===== config.mk =====
export PLATFORM = sky130hd
export DESIGN_NAME = pam5_trellis_tx
export DESIGN_NICKNAME = d
export VERILOG_FILES = /design/src/rtl/pam5_trellis_tx.sv
export SDC_FILE = /design/constraint.sdc
export NUM_CORES = 1
export LEC_CHECK = 0
export BUFFER_PORTS_ARGS = -buffer_cell sky130_fd_sc_hd__clkbuf_2
export CAP_MARGIN = 40
export CORE_UTILIZATION = 40
export CTS_CLUSTER_DIAMETER = 50
export DETAILED_ROUTE_END_ITERATION = 6
export PLACE_DENSITY = 0.53
export SLEW_MARGIN = 20
export SYNTH_ARGS = -nofsm -noshare
export SYNTH_HDL_FRONTEND = slang
export SYNTH_SLANG_ARGS = --single-unit

===== constraint.sdc =====
create_clock -name clock -period 3.3 [get_ports clock]
set_input_delay 0.825 -clock clock [delete_from_list [all_inputs] [get_ports clock]]
set_output_delay 0.825 -clock clock [all_outputs]
set_load 0.005 [all_outputs]

===== src/rtl/pam5_trellis_tx.sv =====
// PAM5 trellis transmitter: scrambles accepted data words with a 33-bit side-stream
// LFSR, trellis-encodes them and maps each 9-bit code word onto four PAM5 lane symbols.
module pam5_trellis_tx #(
  parameter logic [32:0] SCR_SEED      = 33'h1_0000_0001,
  parameter int unsigned SETTLE_CYCLES = 16
) (
  input  logic        clock,
  input  logic        reset,
  input  logic [7:0]  io_inData,
  input  logic        io_inValid,
  output logic        io_inReady,
  output logic [11:0] io_txSymbols,
  output logic        io_txData
);

  typedef enum logic [1:0] {SETTLE, IDLE, DATA} state_t;

  state_t      state;
  logic [7:0]  cnt;
  logic [32:0] scr;
  logic [2:0]  cs;      // cs[0]=cs0, cs[1]=cs1, cs[2]=cs2
  logic        accept;
  logic [7:0]  sd;
  logic        sd8;
  logic [11:0] sym_next;

  localparam logic [7:0] CNT_LAST = 8'(SETTLE_CYCLES - 1);

  // Level set picked by the trellis bit; result is the 3-bit two's-complement code.
  function automatic logic [2:0] map_sym(input logic set1, input logic [1:0] c);
    logic [2:0] code;
    case ({set1, c})
      3'b000:  code = 3'b110;
      3'b001:  code = 3'b111;
      3'b010:  code = 3'b001;
      3'b011:  code = 3'b010;
      3'b100:  code = 3'b111;
      3'b101:  code = 3'b000;
      3'b110:  code = 3'b001;
      default: code = 3'b010;
    endcase
    return code;
  endfunction

  always_comb begin
    accept   = io_inValid && io_inReady;
    sd       = (accept ? io_inData : 8'h00) ^ scr[7:0];
    sd8      = cs[0];
    sym_next = {map_sym(sd8, sd[1:0]), map_sym(sd8, sd[3:2]),
                map_sym(sd8, sd[5:4]), map_sym(sd8, sd[7:6])};
  end

  always_ff @(posedge clock or posedge reset) begin
    if (reset) begin
      state        <= SETTLE;
      cnt          <= '0;
      io_inReady   <= 1'b0;
      scr          <= SCR_SEED;
      cs           <= '0;
      io_txSymbols <= '0;
      io_txData    <= 1'b0;
    end else begin
      scr          <= {scr[31:0], scr[32] ^ scr[12]};
      cs           <= {cs[1] ^ sd[7], cs[0] ^ sd[6], cs[2]};
      io_txSymbols <= sym_next;
      io_txData    <= accept;
      case (state)
        SETTLE: begin
          if (cnt == CNT_LAST) begin
            state      <= IDLE;
            io_inReady <= 1'b1;
          end else begin
            cnt <= cnt + 8'd1;
          end
        end
        IDLE: begin
          io_inReady <= 1'b1;
          if (io_inValid) state <= DATA;
        end
        DATA: begin
          io_inReady <= 1'b1;
          if (!io_inValid) state <= IDLE;
        end
        default: begin
          state      <= SETTLE;
          io_inReady <= 1'b0;
        end
      endcase
    end
  end

endmodule


==> results of run 1 <==
[cell usage in the layout, fill, tap and decap left out, types with 2 or more instances in the layout]
cell | Yosys | layout
sky130_fd_sc_hd__a211o_1 | 4 | 4
sky130_fd_sc_hd__nor2b_1 | 5 | 5
sky130_fd_sc_hd__a21o_1 | 3 | 3
sky130_fd_sc_hd__nor3_1 | 3 | 3
sky130_fd_sc_hd__o311ai_2 | 3 | 3
sky130_fd_sc_hd__and4b_1 | 5 | 5
sky130_fd_sc_hd__nor4b_1 | 6 | 6
sky130_fd_sc_hd__nor2_1 | 7 | 7
sky130_fd_sc_hd__and3b_1 | 2 | 2
sky130_fd_sc_hd__o21a_1 | 3 | 3
sky130_fd_sc_hd__clkinv_2 | 0 | 2
sky130_fd_sc_hd__a22oi_1 | 3 | 3
sky130_fd_sc_hd__nand2_2 | 3 | 3
sky130_fd_sc_hd__a221oi_2 | 2 | 2
sky130_fd_sc_hd__nand2_1 | 15 | 15
sky130_fd_sc_hd__clkbuf_2 | 1 | 24
sky130_fd_sc_hd__dfstp_2 | 2 | 2
sky130_fd_sc_hd__dfrtp_1 | 58 | 58
sky130_fd_sc_hd__buf_4 | 2 | 2
sky130_fd_sc_hd__a21oi_1 | 10 | 10
sky130_fd_sc_hd__o21ai_2 | 2 | 2
sky130_fd_sc_hd__xor2_1 | 8 | 8
sky130_fd_sc_hd__nand4_1 | 7 | 7
sky130_fd_sc_hd__clkbuf_8 | 0 | 9
sky130_fd_sc_hd__a31oi_1 | 3 | 3
sky130_fd_sc_hd__and3_1 | 2 | 2
sky130_fd_sc_hd__o211ai_1 | 3 | 3
sky130_fd_sc_hd__mux2i_1 | 4 | 4
sky130_fd_sc_hd__o21ai_0 | 5 | 5
sky130_fd_sc_hd__xnor2_1 | 15 | 15
sky130_fd_sc_hd__bufinv_16 | 0 | 2
[final cells by class]
class / instances / area [sq um]
clock buffers: 10 / 127.6
repair buffers: 28 / 170.2
clock inverters: 6 / 87.58
well taps: 77 / 96.34
multi-input cells: 141 / 1072
flip-flops and latches: 60 / 1504
inverters: 3 / 13.76
fillers: 585 / 3387
[cell usage after synthesis, types with 3 or more instances]
master / count
sky130_fd_sc_hd__clkbuf_1: 4
sky130_fd_sc_hd__a21oi_1: 10
sky130_fd_sc_hd__nand2_2: 3
sky130_fd_sc_hd__o311ai_2: 3
sky130_fd_sc_hd__xnor2_1: 15
sky130_fd_sc_hd__buf_2: 13
sky130_fd_sc_hd__nand2_1: 15
sky130_fd_sc_hd__o21a_1: 3
sky130_fd_sc_hd__and4b_1: 5
sky130_fd_sc_hd__a22oi_1: 3
sky130_fd_sc_hd__nand4_1: 7
sky130_fd_sc_hd__o21ai_0: 5
sky130_fd_sc_hd__nor2b_1: 5
sky130_fd_sc_hd__dfrtp_1: 58
sky130_fd_sc_hd__nor4b_1: 6
sky130_fd_sc_hd__a21o_1: 3
sky130_fd_sc_hd__o211ai_1: 3
sky130_fd_sc_hd__xor2_1: 8
sky130_fd_sc_hd__nor2_1: 7
sky130_fd_sc_hd__mux2i_1: 4
sky130_fd_sc_hd__a211o_1: 4
sky130_fd_sc_hd__a31oi_1: 3
sky130_fd_sc_hd__nor3_1: 3
[per-layer routing]
metal | track usage (%) | vias up
met5 | 0 | -
met4 | 5.547 | 0
met3 | 5.408 | 6
met2 | 19.51 | 28
met1 | 21.00 | 810
li1 | - | 846
[where the power goes]
part           leakage (nW)  switching, W  total (W)  internal, W
sequential            0.765      0.000112   0.000952     0.000840
combinational         0.525      0.000254   0.000511     0.000257
clock                 0.111      0.000283   0.000709     0.000426
total                  1.40      0.000649    0.00217      0.00152
[state kept, by name, summed over array words and instances, names as in the netlist]
register      flops
cs                3
state             2
scr              33
io_txSymbols     12
io_inReady        1
io_txData         1
cnt               8
[path summary, 6_finish.rpt]
kind,slack [ns],cells after the start,from,end
setup / recovery,1.50,1,io_inReady,io_inReady
hold / removal,0.35,0,scr[15],scr[16]
setup reg to reg,1.61,5,cs[0],io_txSymbols[4]
hold reg to reg,0.35,0,scr[15],scr[16]
max in group asynchronous,2.32,4,reset,scr[32]
min in group asynchronous,0.49,3,reset,scr[18]
[metrics by stage]
stage	utilization (%)	total power [W]	instance area, sq um	hold slack (ns)	cells
global placement	43.68	0.001452	2821	0.3324	307
finish	47.56	0.002172	3072	0.3473	325
global route	47.56	0.002317	3072	0.3527	325
CTS	47.25	0.002207	3052	0.3477	324
detailed placement	43.92	0.001475	2836	0.3347	308
floorplan	-	0.001351	2721	0.3312	226
[logic make-up after synthesis]
logic type,count (synthesis),share of synthesized area (%)
AOI/OAI and AO/OA,50,14.99
xor gates and xnor gates,23,7.403
adders and majority gates,1,0.4597
buffers and inverters,25,5.333
DFF,60,55.26
muxes,5,2.023
and+or+nand+nor,62,14.53
==> results summary, run 1 <==
In the final layout, the share of cells above drive strength 1 is 25.81%. The worst setup path is launched from a flop. The global-route wire length before repair is 7.941 mm. STA puts the critical path data arrival time at 0.98 ns. From bottom edge to top edge, the die measures 84.48 microns.

The buffer depth of the longest clock path is 2. The count of buffering cells on the critical path with inverters included is 1. The setup clock skew after layout is 0.003261 ns.

The count of endpoints failing hold in the final timing report came out at 0. The number of synthesized flops with an enable pin came out at 0. In this run the worst hold path is classified as reg2reg. The post-route clock period utilization is 54.57%. The pre-CTS setup slack came out at 1.333 ns.

The starting density of the core came out at 42.13%. The power density over cell area is 707.2 nW/um^2. The leakage component of the power is 1.400 nW. The routed design has 4.601 mm of wire. The number of antenna violations at the first check in global routing is 0. On the critical path the largest part of the delay comes from flip-flops. Sequential cells were found to cover 55.26% of the synthesized design area.

The synthesized cell area came out at 2721 sq um. The worst-path cell with the longest stage delay is sky130_fd_sc_hd__dfrtp_1. The area growth from synthesis to layout is 12.87%.

A synthesized cell averages 12.04 sq um. The wire length per cell after detailed routing is 14.16 microns. The number of maximum-capacitance constraint violations is 0. The checks that failed: DRC. The count of yosys warnings during synthesis came out at 0. The number of synthesized register bits is 60. The number of violations reported at the end of detailed-routing iteration 0 is 109. The via count is 1690. The global route total overflow is 0. The buffer count from post-CTS setup fixing came out at 0. The number of global-route vias before repair is 1562. The critical path goes through clkbuf_2. The top-level I/O count came out at 25. TritonCTS created 9 clock buffers. The critical path in this run is classified as reg2out.

The routed length on met1 is 2.392 mm. The fraction of synthesis flops using an asynchronous set or reset pin came out at 100.0%. The last weighted congestion value of the routability-driven placer came out at 0.7222. Entering global routing, the biggest net connects 36 pins. The flow ran to the end, but the final reports show violations. The net count after synthesis is 238. The average vias per placed instance is 5.200. The proportion of netlist area held by the largest area contributor came out at 53.33%.

The clock latency reported for the late side of the worst-skew pair is 0.33 ns. The tree is rooted in a sky130_fd_sc_hd__clkbuf_8. The cts-stage hold buffer count is 0. The maximum single-stage delay on the critical path is 0.49 ns. The uppermost metal layer occupied by signal nets is met4. The count of instances resized after the clock tree is built is 0. The biggest area consumer among synthesized cells is sky130_fd_sc_hd__dfrtp_1.

The worst-case setup margin in the final layout came out at 1.499 ns. The routed length on met3 came out at 202 microns. TritonCTS built the clock tree.

The total iterations of the first detailed-routing run is 6. Setup repair after global routing left no endpoint under its margin. The core area is 6459 sq um. The measured slew at the worst slew-check pin came out at 0.5934 ns.

The overall die area came out at 7137 sq um. In this run the worst path has a maximum fanout of 6. The number of remaining DRC errors is 6.

The fmax is 555.3 MHz. The number of nets in the layout came out at 255. The initialized floorplan defines 29 standard-cell rows. Among all flip-flop cells after synthesis, the most frequent one is sky130_fd_sc_hd__dfrtp_1. The final HPWL from detailed placement is 2.864 mm. The global router's overall resource usage came out at 14.48%. IR analysis of the VDD net gives a maximum drop of 0.3704 mV.

In the detailed route, the total length drawn on met2 is 1.948 mm. Synthesis produced 226 cells. The deepest level of the CTS H-tree came out at 3.

The required time at the endpoint of the critical path is 2.47 ns. Yosys attributes the largest share of cell area to sky130_fd_sc_hd__dfrtp_1 (53%), sky130_fd_sc_hd__xnor2_1 (4.8%), sky130_fd_sc_hd__xor2_1 (2.6%). The clock transition at the register clock pins on the worst setup and hold paths after CTS is 0.06 ns. The setup total negative slack is 0 ns. The clock net sink count is 60. The number of antenna diodes in the final layout is 0. The critical path endpoint category is a primary output. The remaining antenna violation count after routing is 0. The count of buffers inserted at the top-level ports came out at 24. The count of unique library cells instantiated by Yosys came out at 52. The count of pins over their slew limit came out at 0.

The relative slew slack came out at 60.44%. From left edge to right edge, the die measures 84.48 microns. After layout, the minimum clock period comes to 1.801 ns. The setup violation total in the final timing report came out at 0.
Power figures use the tool's default switching activity.
==> inputs of run 2 (changes only) <==
--- a/config.mk
+++ b/config.mk
@@ -5,12 +5,13 @@
 export SDC_FILE = /design/constraint.sdc
 export NUM_CORES = 1
 export LEC_CHECK = 0
+export ABC_AREA = 1
 export BUFFER_PORTS_ARGS = -buffer_cell sky130_fd_sc_hd__clkbuf_2
 export CAP_MARGIN = 40
 export CORE_UTILIZATION = 40
 export CTS_CLUSTER_DIAMETER = 50
 export DETAILED_ROUTE_END_ITERATION = 6
-export PLACE_DENSITY = 0.53
+export PLACE_DENSITY = 0.54
 export SLEW_MARGIN = 20
 export SYNTH_ARGS = -nofsm -noshare
 export SYNTH_HDL_FRONTEND = slang
==> constraint.sdc (replaced) <==
create_clock -name clock -period 1.79 [get_ports clock]
set_input_delay 0.4475 -clock clock [delete_from_list [all_inputs] [get_ports clock]]
set_output_delay 0.4475 -clock clock [all_outputs]
set_load 0.005 [all_outputs]
==> run 2 against run 1 <==
Compared with the run above: the run now ends clean; highest routed layer unchanged; global-route usage increased by 1.3 points; sequential cell count unchanged; combinational power increased by 58%; largest cell class unchanged; sequential power increased by 81%; cell area decreased by 12%.
==> results summary, run 2 <==
The count of buffering cells on the critical path with inverters included is 1 (unchanged). The post-synthesis sequential area ratio is 66.12% (+11 points). The end of the worst register-to-register path is io_txSymbols[7]. The core area came out at 5507 sq um (-15%). Of the available clock period, the critical path in the final layout requires 86.18%.

The average vias per placed instance came to 4.506 (-13%). The number of flip-flops in the largest register came out at 33 (unchanged). The fraction of synthesis flops using an asynchronous set or reset pin is 100.0% (unchanged).

The antenna diode instance count is 0 (unchanged). The remaining antenna violation count after routing came out at 0 (unchanged). The area overhead of the layout relative to synthesis came out at 18.21%.

The total iterations of the first detailed-routing run came out at 4 (-2). Setup repair after global routing left no endpoint under its margin. The clock transition at the register clock pins on the worst setup and hold paths after CTS is 0.07 ns (about the same). The setup clock skew after layout is 0.006273 ns (+0.003012 ns). The synthesized cell area is 2275 sq um (-16%). The pin count of the biggest net entering global routing was 22 (-39%). The clock tree root buffer cell is sky130_fd_sc_hd__clkbuf_8. The biggest area contributor in the post-synthesis netlist is sky130_fd_sc_hd__dfrtp_1. The deepest level of the CTS H-tree is 3 (unchanged).

The count of yosys warnings during synthesis is 0 (unchanged). In this run the critical register-to-register path is launched from io_inReady. The count of buffers inserted at the top-level ports came out at 24 (unchanged). The layout cell share with drive strength beyond 1 is 19.26% (-6.5 points).

The worst setup path is captured at a primary output. The clock latency reported for the late side of the worst-skew pair is 0.33 ns (about the same). The count of endpoints failing hold in the final timing report is 0 (unchanged).

The count of instances resized after the clock tree is built came out at 0 (unchanged). The global-route layer with the greatest usage is met2. The kind of cell with the highest combined delay along the critical path is flip-flops. The number of synthesized register bits came out at 60 (unchanged). The largest registers in the layout are scr (33), io_txSymbols (12), cnt (8). The slowest stage of the critical path belongs to the cell sky130_fd_sc_hd__dfrtp_1. The number of inserted filler cells in the final layout is 529 (-9.6%). The required time at the endpoint of the critical path is 1.34 ns (-1.13 ns). The global route total overflow came to 0 (unchanged). The global router's overall resource usage came out at 15.82% (+1.3 points). The most common cell in the synthesized netlist is sky130_fd_sc_hd__nand2_1. The number of violations reported at the end of detailed-routing iteration 0 came out at 55 (-50%).

Yosys attributes the largest share of cell area to sky130_fd_sc_hd__dfrtp_1 (64%), sky130_fd_sc_hd__nand2_1 (13%), sky130_fd_sc_hd__nand3_1 (5.7%). The critical path goes through clkbuf_2. The number of clock buffers inserted by TritonCTS is 9 (unchanged). The critical path is of the reg2out type. The setup total negative slack is 0 ns (unchanged). The overall die area came out at 5992 sq um (-16%). The floorplan row count is 27 (-6.9%). The maximum single-stage delay on the critical path was 0.58 ns (+0.09 ns). The fmax came out at 648.2 MHz. The proportion of netlist area held by the largest area contributor is 63.81% (+10 points). The count of pins over their slew limit is 0 (unchanged).

The library cells used most frequently in the layout, excluding fill and tap cells, are sky130_fd_sc_hd__nand2_1 (78), sky130_fd_sc_hd__dfrtp_1 (58), sky130_fd_sc_hd__inv_1 (31). The largest register by flop count is scr. The global-route wire length before repair came to 7.093 mm (-11%). The critical path endpoint is io_inReady. The slack of the worst reg-to-reg path is 0.38 ns (-1.23 ns).

The number of nets in the layout came to 277 (+8.6%). The relative slew slack is 65.24% (+4.8 points). The number of maximum-capacitance constraint violations is 0 (unchanged). The cell count of the worst reg-to-reg path is 7 (+2). In the synthesized netlist the dominant register cell turns out to be sky130_fd_sc_hd__dfrtp_1. The library cell used most frequently in the layout, excluding fill and tap cells, is sky130_fd_sc_hd__nand2_1.

The number of cells on the critical path is 1 (unchanged). The wire length per cell after detailed routing came out at 11.37 microns (-20%). The timing startpoint of the critical path is io_inReady. The clock net sink count is 60 (unchanged). The net count after synthesis is 242 (+1.7%). The mean post-synth cell area came out at 9.890 sq um (-18%). The clock tree from TritonCTS is done. The final HPWL from detailed placement is 2.600 mm (-9.2%).

The worst supply voltage drop on vdd is 0.7780 mV (+110%). The synthesized instance count is 230 (+1.8%). The arrival time of the worst setup path came out at 1.10 ns (+0.12 ns). The width of the chip came out at 77.41 microns (-8.4%). The global-route track usage on met1 was 20.44% (-0.57 points). The leakage component of the power came out at 1.436 nW (+2.6%).

The cts-stage hold buffer count is 0 (unchanged). The measured slew at the worst slew-check pin came out at 0.5202 ns (-0.07314 ns). The number of remaining DRC errors is 0 (-6). The starting density of the core came out at 41.31% (-0.83 points). The setup violation total in the final timing report came out at 0 (unchanged). The launching element type of the critical path is a flop.

The top-level I/O count is 25 (unchanged). The met3 routing resource usage after global routing came to 6.471% (+1.1 points). The count of unique library cells instantiated by Yosys is 20 (-62%). The die span in y came out at 77.41 microns (-8.4%).

The buffer depth of the longest clock path is 2 (unchanged). The number of synthesized flops with an enable pin is 0 (unchanged). The fraction of met2 tracks used by global routing was 22.92% (+3.4 points). The via count is 1541 (-8.8%). The class of the tightest hold or removal check is in2async. The power density over cell area is 1328 nW/um^2 (+88%). The post-route total power was 0.003570 W (+64%). The largest driver fanout on the critical path was 12 (+6). Counting instances in the post-synthesis netlist gives the leading cell types as sky130_fd_sc_hd__nand2_1 (78), sky130_fd_sc_hd__dfrtp_1 (58), sky130_fd_sc_hd__inv_1 (32). The flow ran to the end, and the final reports show no timing, DRC or antenna violations. The number of antenna violations at the first check in global routing came out at 0 (unchanged). The buffer count from post-CTS setup fixing came to 0 (unchanged). The routed wire length is 3.888 mm (-15%). The final critical delay including setup and external delays is 1.543 ns. The core utilization of the finished layout is 48.83% (+1.3 points).

The number of global-route vias before repair is 1585 (+1.5%). The last weighted congestion value of the routability-driven placer came out at 0.7330 (+1.5%).
[run 2: area by class of cell]
| type | count | area [sq um] | area share (%) |
|---|---|---|---|
| Multi-Input combinational cell | 133 | 629.4 | 23.41 |
| Clock inverter | 4 | 25.02 | 0.9307 |
| Clock buffer | 12 | 145.1 | 5.398 |
| Sequential cell | 60 | 1504 | 55.93 |
| Timing Repair Buffer | 26 | 160.2 | 5.956 |
| Inverter | 35 | 135.1 | 5.026 |
| Tap cell | 72 | 90.09 | 3.350 |
[run 2: metal layers]
metal	vias to the layer above	routed length, microns
li1	775	-
met1	733	1960
met2	28	1720
met3	5	169
met4	0	38
met5	-	0
[run 2: cells by family (layout without fill, tap and decap cells)]
| group | Yosys count | after routing | synth area share (%) |
|---|---|---|---|
| AO/OA/AOI/OAI | 5 | 5 | 1.595 |
| XOR/XNOR | 6 | 6 | 2.310 |
| buffers and inverters | 37 | 77 | 6.216 |
| flip-flops | 60 | 60 | 66.12 |
| adder cells (fa/ha/maj) | 1 | 1 | 0.5500 |
| AND/OR/NAND/NOR | 121 | 121 | 23.21 |
[run 2: worst min path at each step]
stage          startpoint        end  slack, ns  depth (start not counted)
2_1_floorplan       cs[2]      cs[0]       0.33                          0
3_3_place_gp      scr[10]    scr[11]       0.33                          0
3_5_place_dp        cs[2]      cs[0]       0.33                          0
4_1_cts             reset  io_txData       0.14                          2
5_1_grt             reset  io_txData       0.16                          2
6_report            reset  io_txData       0.14                          2
[run 2: power breakdown]
| part | leakage, nW | total, W | switching, W | internal, W |
|---|---|---|---|---|
| sequential | 0.770 | 0.00172 | 0.000155 | 0.00157 |
| clock | 0.0824 | 0.00104 | 0.000506 | 0.000535 |
| combinational | 0.584 | 0.000807 | 0.000498 | 0.000309 |
[run 2: through the flow]
| stage | hold slack, ns | setup WS, ns | instance area [sq um] | instances |
|---|---|---|---|---|
| 2_1_floorplan | 0.3312 | 0.5435 | 2278 | 230 |
| 3_3_place_gp | 0.3327 | 0.3211 | 2519 | 326 |
| 3_5_place_dp | 0.3347 | 0.3185 | 2519 | 326 |
| 4_1_cts | 0.1397 | 0.2141 | 2689 | 342 |
| 5_1_grt | 0.1584 | 0.1845 | 2689 | 342 |
| 6_report | 0.1380 | 0.2473 | 2689 | 342 |
==> inputs of run 3 (changes only) <==
--- a/config.mk
+++ b/config.mk
@@ -8,10 +8,11 @@
 export ABC_AREA = 1
 export BUFFER_PORTS_ARGS = -buffer_cell sky130_fd_sc_hd__clkbuf_2
 export CAP_MARGIN = 40
+export CORE_MARGIN = 1
 export CORE_UTILIZATION = 40
 export CTS_CLUSTER_DIAMETER = 50
 export DETAILED_ROUTE_END_ITERATION = 6
-export PLACE_DENSITY = 0.54
+export PLACE_DENSITY_LB_ADDON = 0.3
 export SLEW_MARGIN = 20
 export SYNTH_ARGS = -nofsm -noshare
 export SYNTH_HDL_FRONTEND = slang
==> run 3 against run 2 <==
Compared with the run above: count of clock-buffer cells in the layout decreased by 1; hold slack got worse by 0.052 ns; routed wire length decreased by 3.7%; critical path type unchanged.
==> results summary, run 3 (same netlist as run 2, synthesis figures left out) <==
The worst setup path is of the reg2out kind. The number of violations reported at the end of detailed-routing iteration 0 came out at 74 (+35%). The last weighted congestion value of the routability-driven placer is 0.7941 (+8.3%). The count of endpoints failing hold in the final timing report is 0 (unchanged). The final worst hold slack came out at 0.08615 ns (-0.05183 ns). The layout cell share with drive strength beyond 1 is 19.33% (+0.072 points). The power density over cell area came to 1338 nW/um^2 (+0.76%).

The cts-stage hold buffer count came to 0 (unchanged). The setup clock skew after layout came to 0.006504 ns (+0.0002314 ns). The number of inserted filler cells in the final layout was 512 (-3.2%). The width of the chip is 77.41 microns (unchanged). The count of pins over their slew limit was 0 (unchanged). The die span in y came out at 77.41 microns (unchanged). The number of nets in the layout came out at 276 (-0.36%). The overall die area is 5992 sq um (unchanged).

The clock transition at the register clock pins on the worst setup and hold paths after CTS is 0.07 ns (about the same). The floorplan row count is 27 (unchanged). The critical path endpoint category is a primary output.

The number of flip-flops in the largest register was 33 (unchanged). In the final layout, the registers with the most flip-flops are scr (33), io_txSymbols (12), cnt (8). The number of antenna violations at the first check in global routing came out at 0 (unchanged). The global router's overall resource usage is 15.36% (-0.46 points). The number of remaining DRC errors came out at 0 (unchanged). The buffer depth of the longest clock path was 2 (unchanged). The clock net sink count is 60 (unchanged). The measured slew at the worst slew-check pin is 0.4021 ns (-0.1181 ns). The relative slew slack is 73.13% (+7.9 points). The setup violation total in the final timing report came out at 0 (unchanged). The final HPWL from detailed placement came to 2.464 mm (-5.2%). On the critical path, the stage with the largest delay is an instance of sky130_fd_sc_hd__dfrtp_1. The deepest level of the CTS H-tree is 3 (unchanged). The number of maximum-capacitance constraint violations is 0 (unchanged). The worst-case setup margin in the final layout is 0.2607 ns (+0.01336 ns). The antenna diode instance count is 0 (unchanged). The summed area of non-filler cells in the final layout came out at 2676 sq um (-0.47%). The via count is 1506 (-2.3%).

The run finished with clean final reports. The global route total overflow came to 0 (unchanged). The instance area after placement came out at 2499 sq um (-0.79%). In the layout the commonest cells are sky130_fd_sc_hd__nand2_1 (78), sky130_fd_sc_hd__dfrtp_1 (58), sky130_fd_sc_hd__inv_1 (31).

The required time at the endpoint of the critical path is 1.34 ns (about the same). The wire length per cell after detailed routing is 10.98 microns (-3.4%). The worst setup path is launched from a flop.

From synthesis to final layout, the design area changed by 17.66%. The library cell used most frequently in the layout, excluding fill and tap cells, is sky130_fd_sc_hd__nand2_1. The worst supply voltage drop on vdd came out at 0.8487 mV (+9.1%). The top-level I/O count is 25 (unchanged). The post-route clock period utilization is 85.44% (-0.75 points).

The fmax came to 653.9 MHz (+0.87%). The total iterations of the first detailed-routing run is 4 (unchanged). The largest driver fanout on the critical path came out at 12 (unchanged). The pre-CTS setup slack is 0.3550 ns (+0.03650 ns). The count of buffering cells on the critical path with inverters included came out at 1 (unchanged).

Setup repair after global routing left no endpoint under its margin. Counting flops per register, the top entry is scr. The clock latency reported for the late side of the worst-skew pair is 0.34 ns (about the same). The count of buffers inserted at the top-level ports came out at 24 (unchanged).

The final critical delay including setup and external delays was 1.529 ns (-0.01336 ns). The pin count of the biggest net entering global routing came out at 45 (+100%). The number of global-route vias before repair came out at 1500 (-5.4%). The average vias per placed instance is 4.416 (-2.0%). The buffer count from post-CTS setup fixing came out at 0 (unchanged). Walking the worst path, the cells encountered are clkbuf_2. The leakage component of the power was 1.426 nW (-0.68%). The post-route total power came out at 0.003580 W (+0.30%). The global-route wire length before repair was 6.775 mm (-4.5%).

The routed wire length was 3.744 mm (-3.7%). The class of the tightest hold or removal check is in2async. The arrival time of the worst setup path is 1.08 ns (-0.02 ns).

The remaining antenna violation count after routing is 0 (unchanged). The number of clock buffers inserted by TritonCTS is 9 (unchanged). The tree is rooted in a sky130_fd_sc_hd__clkbuf_8. TritonCTS built the clock tree. The kind of cell with the highest combined delay along the critical path is flip-flops. The count of instances resized after the clock tree is built came out at 0 (unchanged). The core area came out at 5507 sq um (unchanged). The starting density of the core is 41.31% (unchanged). The maximum single-stage delay on the critical path is 0.56 ns (-0.02 ns). The setup total negative slack was 0 ns (unchanged).
-- run 3: cell types whose count changed in the layout (fill, tap and decap cells not counted) --
cell	delta
sky130_fd_sc_hd__buf_12	-1
sky130_fd_sc_hd__clkbuf_1	-1
sky130_fd_sc_hd__clkinv_2	-1
sky130_fd_sc_hd__clkinvlp_4	+1
sky130_fd_sc_hd__inv_6	+1
-- run 3: layout make-up --
type,count,area (sq um),area share (%)
Timing Repair Buffer,25,140.1,5.236
Clock buffer,11,141.4,5.283
Sequential cell,60,1504,56.19
Tap cell,72,90.09,3.366
Multi-Input combinational cell,133,629.4,23.52
Clock inverter,5,36.28,1.356
Inverter,35,135.1,5.049
-- run 3: path summary, 6_finish.rpt --
kind                                  from    endpoint  slack, ns  cells past startpoint
worst max-delay path            io_inReady  io_inReady       0.26                      1
worst min-delay path                 reset   io_txData       0.09                      2
worst max register to register      cnt[0]      cnt[2]       0.40                      8
worst min register to register     scr[14]     scr[15]       0.35                      0
max in group asynchronous            reset     scr[32]       1.13                      3
min in group clock                 scr[14]     scr[15]       0.35                      0
-- run 3: layer usage --
metal / part of all wire (%) / global-route usage [%]
met5: 0 / 0
met4: 1.5 / 6.226
met3: 4.5 / 7.765
met2: 46 / 23.01
met1: 48 / 18.77
-- run 3: through the flow --
step	instances	utilization (%)
5_1_grt	341	48.60
4_1_cts	341	48.60
3_5_place_dp	325	45.38
3_3_place_gp	325	45.38
6_report	341	48.60
2_1_floorplan	230	-
-- run 3: power by group --
part           leakage [nW]  switching (W)  internal [W]
clock network        0.0820       0.000529      0.000541
logic                 0.574       0.000491      0.000305
registers             0.770       0.000148       0.00157
